$ cat src/rtl/core_pkg.sv
// Shared types and constants for the MIPS instruction-fetch front end.
// Imported by the fetch stage, its skid buffer and the decode side.
package core_pkg;

    typedef enum logic [1:0] {
        S_IDLE = 2'd0,
        S_WAIT = 2'd1,
        S_HOLD = 2'd2
    } fetch_state_e;

    localparam logic [31:0] DEF_RESET_PC = 32'h0000_0000;

    localparam int OP_HI = 31;
    localparam int OP_LO = 26;

    localparam logic [31:0] NOP = 32'h0000_0000;

    function automatic logic [31:0] pc_next(input logic [31:0] pc);
        return pc + 32'd4;
    endfunction

endpackage

$ cat src/rtl/fetch_stage_if.sv
// Fetch-stage bundle: instruction-memory request/response plus the
// IF/ID valid/ready handshake and the decode-side redirect.
interface fetch_stage_if;

    logic        inst_req;
    logic [31:0] inst_addr;
    logic        inst_rvalid;
    logic [31:0] inst_rdata;

    logic        id_valid;
    logic        id_ready;
    logic [31:0] id_inst;
    logic [31:0] id_pc;
    logic [31:0] id_pc_plus4;

    logic        redirect_valid;
    logic [31:0] redirect_pc;

    modport master (
        output inst_req, inst_addr,
        input  inst_rvalid, inst_rdata,
        output id_valid, id_inst, id_pc, id_pc_plus4,
        input  id_ready,
        input  redirect_valid, redirect_pc
    );

    modport slave (
        input  inst_req, inst_addr,
        output inst_rvalid, inst_rdata,
        input  id_valid, id_inst, id_pc, id_pc_plus4,
        output id_ready,
        output redirect_valid, redirect_pc
    );

endinterface

$ cat src/rtl/if_skid_buf.sv
// One-entry {inst, pc} buffer that parks a returned word while
// decode stalls; flush wins over load, load wins over pop.
module if_skid_buf
    import core_pkg::*;
(
    input  logic        clk_i,
    input  logic        rst_ni,
    input  logic        load_i,
    input  logic        pop_i,
    input  logic        flush_i,
    input  logic [31:0] inst_i,
    input  logic [31:0] pc_i,
    output logic        valid_o,
    output logic [31:0] inst_o,
    output logic [31:0] pc_o
);

    logic        valid_q;
    logic [31:0] inst_q;
    logic [31:0] pc_q;

    always_ff @(posedge clk_i or negedge rst_ni) begin
        if (!rst_ni) begin
            valid_q <= 1'b0;
            inst_q  <= NOP;
            pc_q    <= '0;
        end else if (flush_i) begin
            valid_q <= 1'b0;
        end else if (load_i) begin
            valid_q <= 1'b1;
            inst_q  <= inst_i;
            pc_q    <= pc_i;
        end else if (pop_i) begin
            valid_q <= 1'b0;
        end
    end

    assign valid_o = valid_q;
    assign inst_o  = inst_q;
    assign pc_o    = pc_q;

endmodule

$ cat src/rtl/fetch_stage.sv
// Instruction fetch: single-outstanding memory requests, IF/ID register
// with a one-entry skid, and redirect handling with wrong-path kill.
module fetch_stage
    import core_pkg::*;
#(
    parameter logic [31:0] RESET_PC = DEF_RESET_PC
) (
    input  logic           clk,
    input  logic           resetn,
    fetch_stage_if.master  bus
);

    fetch_state_e state_q, state_d;
    logic [31:0]  pc_q, pc_d;
    logic         kill_q, kill_d;
    logic         req_q, req_d;
    logic [31:0]  addr_q, addr_d;
    logic         idv_q, idv_d;
    logic [31:0]  inst_q, inst_d;
    logic [31:0]  idpc_q, idpc_d;
    logic [31:0]  idpc4_q, idpc4_d;

    logic         skid_load, skid_pop, skid_flush;
    logic         skid_v;
    logic [31:0]  skid_inst, skid_pc;

    logic         id_free;
    logic [31:0]  pc_inc;
    logic [31:0]  tgt;

    assign id_free = !idv_q || bus.id_ready;
    assign pc_inc  = pc_next(pc_q);
    assign tgt     = {bus.redirect_pc[31:2], 2'b00};

    if_skid_buf u_skid (
        .clk_i   (clk),
        .rst_ni  (resetn),
        .load_i  (skid_load),
        .pop_i   (skid_pop),
        .flush_i (skid_flush),
        .inst_i  (bus.inst_rdata),
        .pc_i    (pc_q),
        .valid_o (skid_v),
        .inst_o  (skid_inst),
        .pc_o    (skid_pc)
    );

    always_ff @(posedge clk or negedge resetn) begin
        if (!resetn) begin
            state_q <= S_IDLE;
            pc_q    <= RESET_PC;
            kill_q  <= 1'b0;
            req_q   <= 1'b0;
            addr_q  <= '0;
            idv_q   <= 1'b0;
            inst_q  <= NOP;
            idpc_q  <= '0;
            idpc4_q <= 32'd4;
        end else begin
            state_q <= state_d;
            pc_q    <= pc_d;
            kill_q  <= kill_d;
            req_q   <= req_d;
            addr_q  <= addr_d;
            idv_q   <= idv_d;
            inst_q  <= inst_d;
            idpc_q  <= idpc_d;
            idpc4_q <= idpc4_d;
        end
    end

    always_comb begin
        state_d    = state_q;
        pc_d       = pc_q;
        kill_d     = kill_q;
        req_d      = 1'b0;
        addr_d     = addr_q;
        idv_d      = idv_q;
        inst_d     = inst_q;
        idpc_d     = idpc_q;
        idpc4_d    = idpc4_q;
        skid_load  = 1'b0;
        skid_pop   = 1'b0;
        skid_flush = 1'b0;

        if (idv_q && bus.id_ready) idv_d = 1'b0;

        unique case (state_q)
            S_IDLE: begin
                req_d   = 1'b1;
                addr_d  = pc_q;
                state_d = S_WAIT;
            end
            S_WAIT: begin
                if (bus.inst_rvalid) begin
                    if (kill_q) begin
                        kill_d = 1'b0;
                        req_d  = 1'b1;
                        addr_d = pc_q;
                    end else if (id_free) begin
                        idv_d   = 1'b1;
                        inst_d  = bus.inst_rdata;
                        idpc_d  = pc_q;
                        idpc4_d = pc_inc;
                        pc_d    = pc_inc;
                        req_d   = 1'b1;
                        addr_d  = pc_inc;
                    end else begin
                        skid_load = 1'b1;
                        pc_d      = pc_inc;
                        state_d   = S_HOLD;
                    end
                end
            end
            S_HOLD: begin
                if (bus.id_ready && skid_v) begin
                    skid_pop = 1'b1;
                    idv_d    = 1'b1;
                    inst_d   = skid_inst;
                    idpc_d   = skid_pc;
                    idpc4_d  = pc_next(skid_pc);
                    req_d    = 1'b1;
                    addr_d   = pc_q;
                    state_d  = S_WAIT;
                end
            end
            default: state_d = S_IDLE;
        endcase

        // Redirect overrides everything; an in-flight word is killed.
        if (bus.redirect_valid) begin
            pc_d       = tgt;
            idv_d      = 1'b0;
            skid_flush = 1'b1;
            skid_load  = 1'b0;
            skid_pop   = 1'b0;
            unique case (state_q)
                S_WAIT: begin
                    state_d = S_WAIT;
                    if (bus.inst_rvalid) begin
                        kill_d = 1'b0;
                        req_d  = 1'b1;
                        addr_d = tgt;
                    end else begin
                        kill_d = 1'b1;
                        req_d  = 1'b0;
                    end
                end
                S_HOLD: begin
                    req_d   = 1'b1;
                    addr_d  = tgt;
                    state_d = S_WAIT;
                end
                default: addr_d = tgt;
            endcase
        end
    end

    assign bus.inst_req    = req_q;
    assign bus.inst_addr   = addr_q;
    assign bus.id_valid    = idv_q;
    assign bus.id_inst     = inst_q;
    assign bus.id_pc       = idpc_q;
    assign bus.id_pc_plus4 = idpc4_q;

endmodule

$ cat src/flat_wrapper.sv
// flat-port wrapper written by rule: the top's interface ports become plain ports
module fetch_stage_flat import core_pkg::*;
#(
    parameter logic [31:0] RESET_PC = DEF_RESET_PC
)
  (clk, resetn, bus_inst_req, bus_inst_addr, bus_inst_rvalid, bus_inst_rdata, bus_id_valid, bus_id_inst, bus_id_pc, bus_id_pc_plus4, bus_id_ready, bus_redirect_valid, bus_redirect_pc);
  fetch_stage_if bus_i ();
  input  logic clk;
  input  logic resetn;
  output wire logic [$bits(bus_i.inst_req)-1:0] bus_inst_req;
  output wire logic [$bits(bus_i.inst_addr)-1:0] bus_inst_addr;
  input wire logic [$bits(bus_i.inst_rvalid)-1:0] bus_inst_rvalid;
  input wire logic [$bits(bus_i.inst_rdata)-1:0] bus_inst_rdata;
  output wire logic [$bits(bus_i.id_valid)-1:0] bus_id_valid;
  output wire logic [$bits(bus_i.id_inst)-1:0] bus_id_inst;
  output wire logic [$bits(bus_i.id_pc)-1:0] bus_id_pc;
  output wire logic [$bits(bus_i.id_pc_plus4)-1:0] bus_id_pc_plus4;
  input wire logic [$bits(bus_i.id_ready)-1:0] bus_id_ready;
  input wire logic [$bits(bus_i.redirect_valid)-1:0] bus_redirect_valid;
  input wire logic [$bits(bus_i.redirect_pc)-1:0] bus_redirect_pc;
  assign bus_inst_req = bus_i.inst_req;
  assign bus_inst_addr = bus_i.inst_addr;
  assign bus_i.inst_rvalid = bus_inst_rvalid;
  assign bus_i.inst_rdata = bus_inst_rdata;
  assign bus_id_valid = bus_i.id_valid;
  assign bus_id_inst = bus_i.id_inst;
  assign bus_id_pc = bus_i.id_pc;
  assign bus_id_pc_plus4 = bus_i.id_pc_plus4;
  assign bus_i.id_ready = bus_id_ready;
  assign bus_i.redirect_valid = bus_redirect_valid;
  assign bus_i.redirect_pc = bus_redirect_pc;
  fetch_stage #(.RESET_PC(RESET_PC)) u_core (.clk(clk), .resetn(resetn), .bus(bus_i));
endmodule
$ cat config.mk
export PLATFORM = sky130hd
export DESIGN_NAME = fetch_stage_flat
export DESIGN_NICKNAME = d
export VERILOG_FILES = /design/src/rtl/core_pkg.sv /design/src/rtl/fetch_stage_if.sv /design/src/rtl/if_skid_buf.sv /design/src/rtl/fetch_stage.sv /design/src/flat_wrapper.sv
export SDC_FILE = /design/constraint.sdc
export NUM_CORES = 1
export LEC_CHECK = 0
export CAP_MARGIN = 15
export CORE_AREA = 10 10 220 180
export DETAILED_ROUTE_END_ITERATION = 12
export DIE_AREA = 0 0 230 190
export PLACE_DENSITY = 0.63
export SLEW_MARGIN = 20
export SYNTH_ARGS = -nofsm -noshare
export SYNTH_HDL_FRONTEND = slang
export SYNTH_SLANG_ARGS = --single-unit
$ cat constraint.sdc
create_clock -name clk -period 4.35 [get_ports clk]
set_clock_uncertainty 0.1 [all_clocks]
set_input_delay 1.305 -clock clk [delete_from_list [all_inputs] [get_ports clk]]
set_output_delay 1.305 -clock clk [all_outputs]
set_load 0.02 [all_outputs]
==> summary.txt <==
Outcome
  – Status: complete, no violations

STA
  – Final Hold Slack: 375 ps
  – Min Tclk post-route: 3380 ps
  – RSZ-0062 raised after global routing: no
  – Post-route setup TNS: 0 ps
  – Setup violations, final: 0
  – Slew @ Worst Pin: 987 ps
  – Fmax: 0.296 GHz
  – Relative slew slack: 0.336
  – Final Hold Fails: 0
  – Period utilization: 0.778
  – Slew Viols, Final: 0

Pwr
  – P per Cell Area: 467 nW/um2
  – Maximum vdd drop: 0.000308 V
  – LEAKAGE: 6.10 nW
  – Overall power: 0.00719 W

Critical path
  – CP Class: in -> reg
  – Worst Path Required: 4650 ps
  – Endpoint class of the critical path: flop
  – Crit-path max FO: 66
  – Crit start category: input pin
  – Crit path DAT: 3680 ps

Die
  – Site Rows: 62
  – Core box area: 35400 um2
  – DIE WIDTH: 230 um
  – Initial Utilization: 0.343
  – Die height: 190 um
  – IO Pins: 199
  – Die Footprint: 43700 um2

Finish
  – Nets: 1474
  – Register Area: 5560 um2
  – Area of the multi-input gates: 6020 um2
  – Syn-to-layout area delta: 26.8%
  – Commonest non-fill, non-tap cell in the layout: dfrtp_1
  – Fill count: 3474
  – Most frequent cells in the layout: dfrtp_1, clkdlybuf4s50_1, nand2_1, o21ai_0, mux2i_1
  – Share of post-route cells with drive strength above 1: 0.119

Clock network
  – Clk sinks: 222
  – CTS H-tree lvls: 1
  – TritonCTS Buffers: 26
  – CTS tree: done
  – Clock buffer depth: 3
  – Clock Latency Late Sink: 550 ps
  – Hold_buf cts: 0
  – Post-cts resize count: 0
  – Root buffer cell: clkbuf_16
  – Postcts setup bufs: 0
  – Worst-path clk slew: 60 ps

Placed design
  – Routability Congestion: 0.953
  – DP Wirelength: 30.0 mm
  – Port bufs: 192

Routing
  – Avg WL per Cell: 22.2 um
  – First drt pass iteration count: 5
  – DRT Wirelength: 42.0 mm
  – Final ANT Viol Nets: 0
  – DRC errors left: 0
  – Routed vias: 10643
  – Initial DRC count: 1046
  – Via density: 5.61

GRT
  – Gr ovfl total: 0
  – Pin count of the biggest net entering global routing: 76
  – Vias in the first global route: 10331
  – Gr usage total: 0.185
  – First-pass GRT wire length: 63.9 mm
  – Initial antenna violation count: 3

Logic synthesis
  – Complex-gate fraction of the synthesized area: 0.166
  – Synth top area cells: dfrtp_1, mux2_2, mux2i_1
  – Synth warn: 0
  – Sequential-to-total area share from yosys stat: 0.458
  – Post-Syn Area: 12100 um2
  – Avg Cell Area, Syn: 9.66 um2
  – Share of flip-flops with an asynchronous set or reset: 1.00
  – Yosys reg bits: 222
  – Post-Synth Simple-Gate Area: 0.156
  – Primary FF master, synth: dfrtp_1
  – Cell count after synthesis: 1256
  – Dominant cell type by area after synthesis: dfrtp_1
  – Multiplexer share of the synthesized area: 0.117
  – Post-Synth Adder-Cell Area: 0.00722
  – Number of flops mapped to enable cells by yosys: 0
  – Share of the synthesized area in the top cell type: 0.456
  – Synth Area in XOR/XNOR: 0.0462
  – Post-synthesis cell type count: 71
  – Main combinational cell family by area after synthesis: compound AO/OA/AOI/OAI gates

Hold path
  – Worst hold path type: reg -> reg

Flow run
  – Max-cap viol count: 0
==> critical path, cell delays in order <==
cell	delay, ps
clkdlybuf4s50_1	580
nand3b_1	540
a21o_1	250
and2_4	500
buf_12	310
o21ai_0	150
==> sequential cells by signal, summed over array words and instances, names as in the netlist <==
signal and cells:
u_core.bus.id_inst 32, u_core.bus.id_pc 30, u_core.bus.id_pc_plus4 30, u_core.bus.id_valid 1, u_core.bus.inst_addr 32, u_core.bus.inst_req 1
u_core.kill_q 1, u_core.pc_q 30, u_core.state_q 2, u_core.u_skid.inst_o 32, u_core.u_skid.pc_o 30, u_core.u_skid.valid_o 1
==> layer usage <==
metal,vias to the layer above,share of wire,GRT usage
li1,4853,-,-
met1,5268,0.44,0.252
met2,465,0.45,0.282
met3,57,0.088,0.0499
met4,0,0.022,0.0505
met5,-,0,0
==> power breakdown <==
group	switching (W)	total [W]	leakage [nW]	internal, W
Combinational	0.00111	0.00204	2.85	0.000925
Sequential	0.000387	0.00286	2.82	0.00247
Clock	0.000896	0.00229	0.440	0.00140
==> layout make-up <==
cell class | instances | area share
multi-input cells | 903 | 0.391
well taps | 480 | 0.0390
flip-flops and latches | 222 | 0.361
clock buffers | 41 | 0.0532
inverters | 16 | 0.00390
clock inverters | 5 | 0.00504
diodes | 2 | 0.000325
repair buffers | 229 | 0.146
==> kinds of logic (layout without fill, tap and decap cells) <==
kind of cell	count (synthesis)	count (layout)
mux	134	134
other cells	1	6
flops	222	222
fa+ha+maj	7	7
compound gates	320	320
xor+xnor	64	64
buf+inv	134	291
simple gates	374	374
==> stage by stage <==
| stage | instance area (um2) | setup WS [ps] | util | std cells |
|---|---|---|---|---|
| 2_1_floorplan | 12100 | 1250 | - | 1259 |
| 6_report | 15400 | 967 | 0.435 | 1898 |
| 3_5_place_dp | 14500 | 456 | 0.409 | 1850 |
| 4_1_cts | 15400 | 1030 | 0.435 | 1896 |
| 5_1_grt | 15400 | 864 | 0.435 | 1896 |
| 3_3_place_gp | 14500 | 536 | 0.409 | 1850 |
==> worst paths after layout <==
check / start / end / cells after the start / slack (ps)
hold / removal: u_core.bus.id_pc_plus4[11] / u_core.bus.id_pc_plus4[11] / 2 / 380
setup / recovery: bus_inst_rvalid / u_core.bus.id_inst[10] / 6 / 970
hold reg to reg: u_core.bus.id_pc_plus4[11] / u_core.bus.id_pc_plus4[11] / 2 / 380
setup reg to reg: u_core.pc_q[7] / u_core.bus.id_pc_plus4[29] / 5 / 1150
min in group asynchronous: resetn / u_core.state_q[0] / 1 / 630
max in group asynchronous: resetn / u_core.bus.id_inst[5] / 2 / 2580
==> Yosys cell counts (22+ instances only) <==
library cell,n
a21oi_1,39
clkbuf_1,72
dfrtp_1,221
mux2_2,64
mux2i_1,70
nand2_1,153
nand4_1,25
nor2_1,50
nor3_1,25
o21ai_0,139
xnor2_1,42
xor2_1,22
Power figures use the tool's default switching activity.
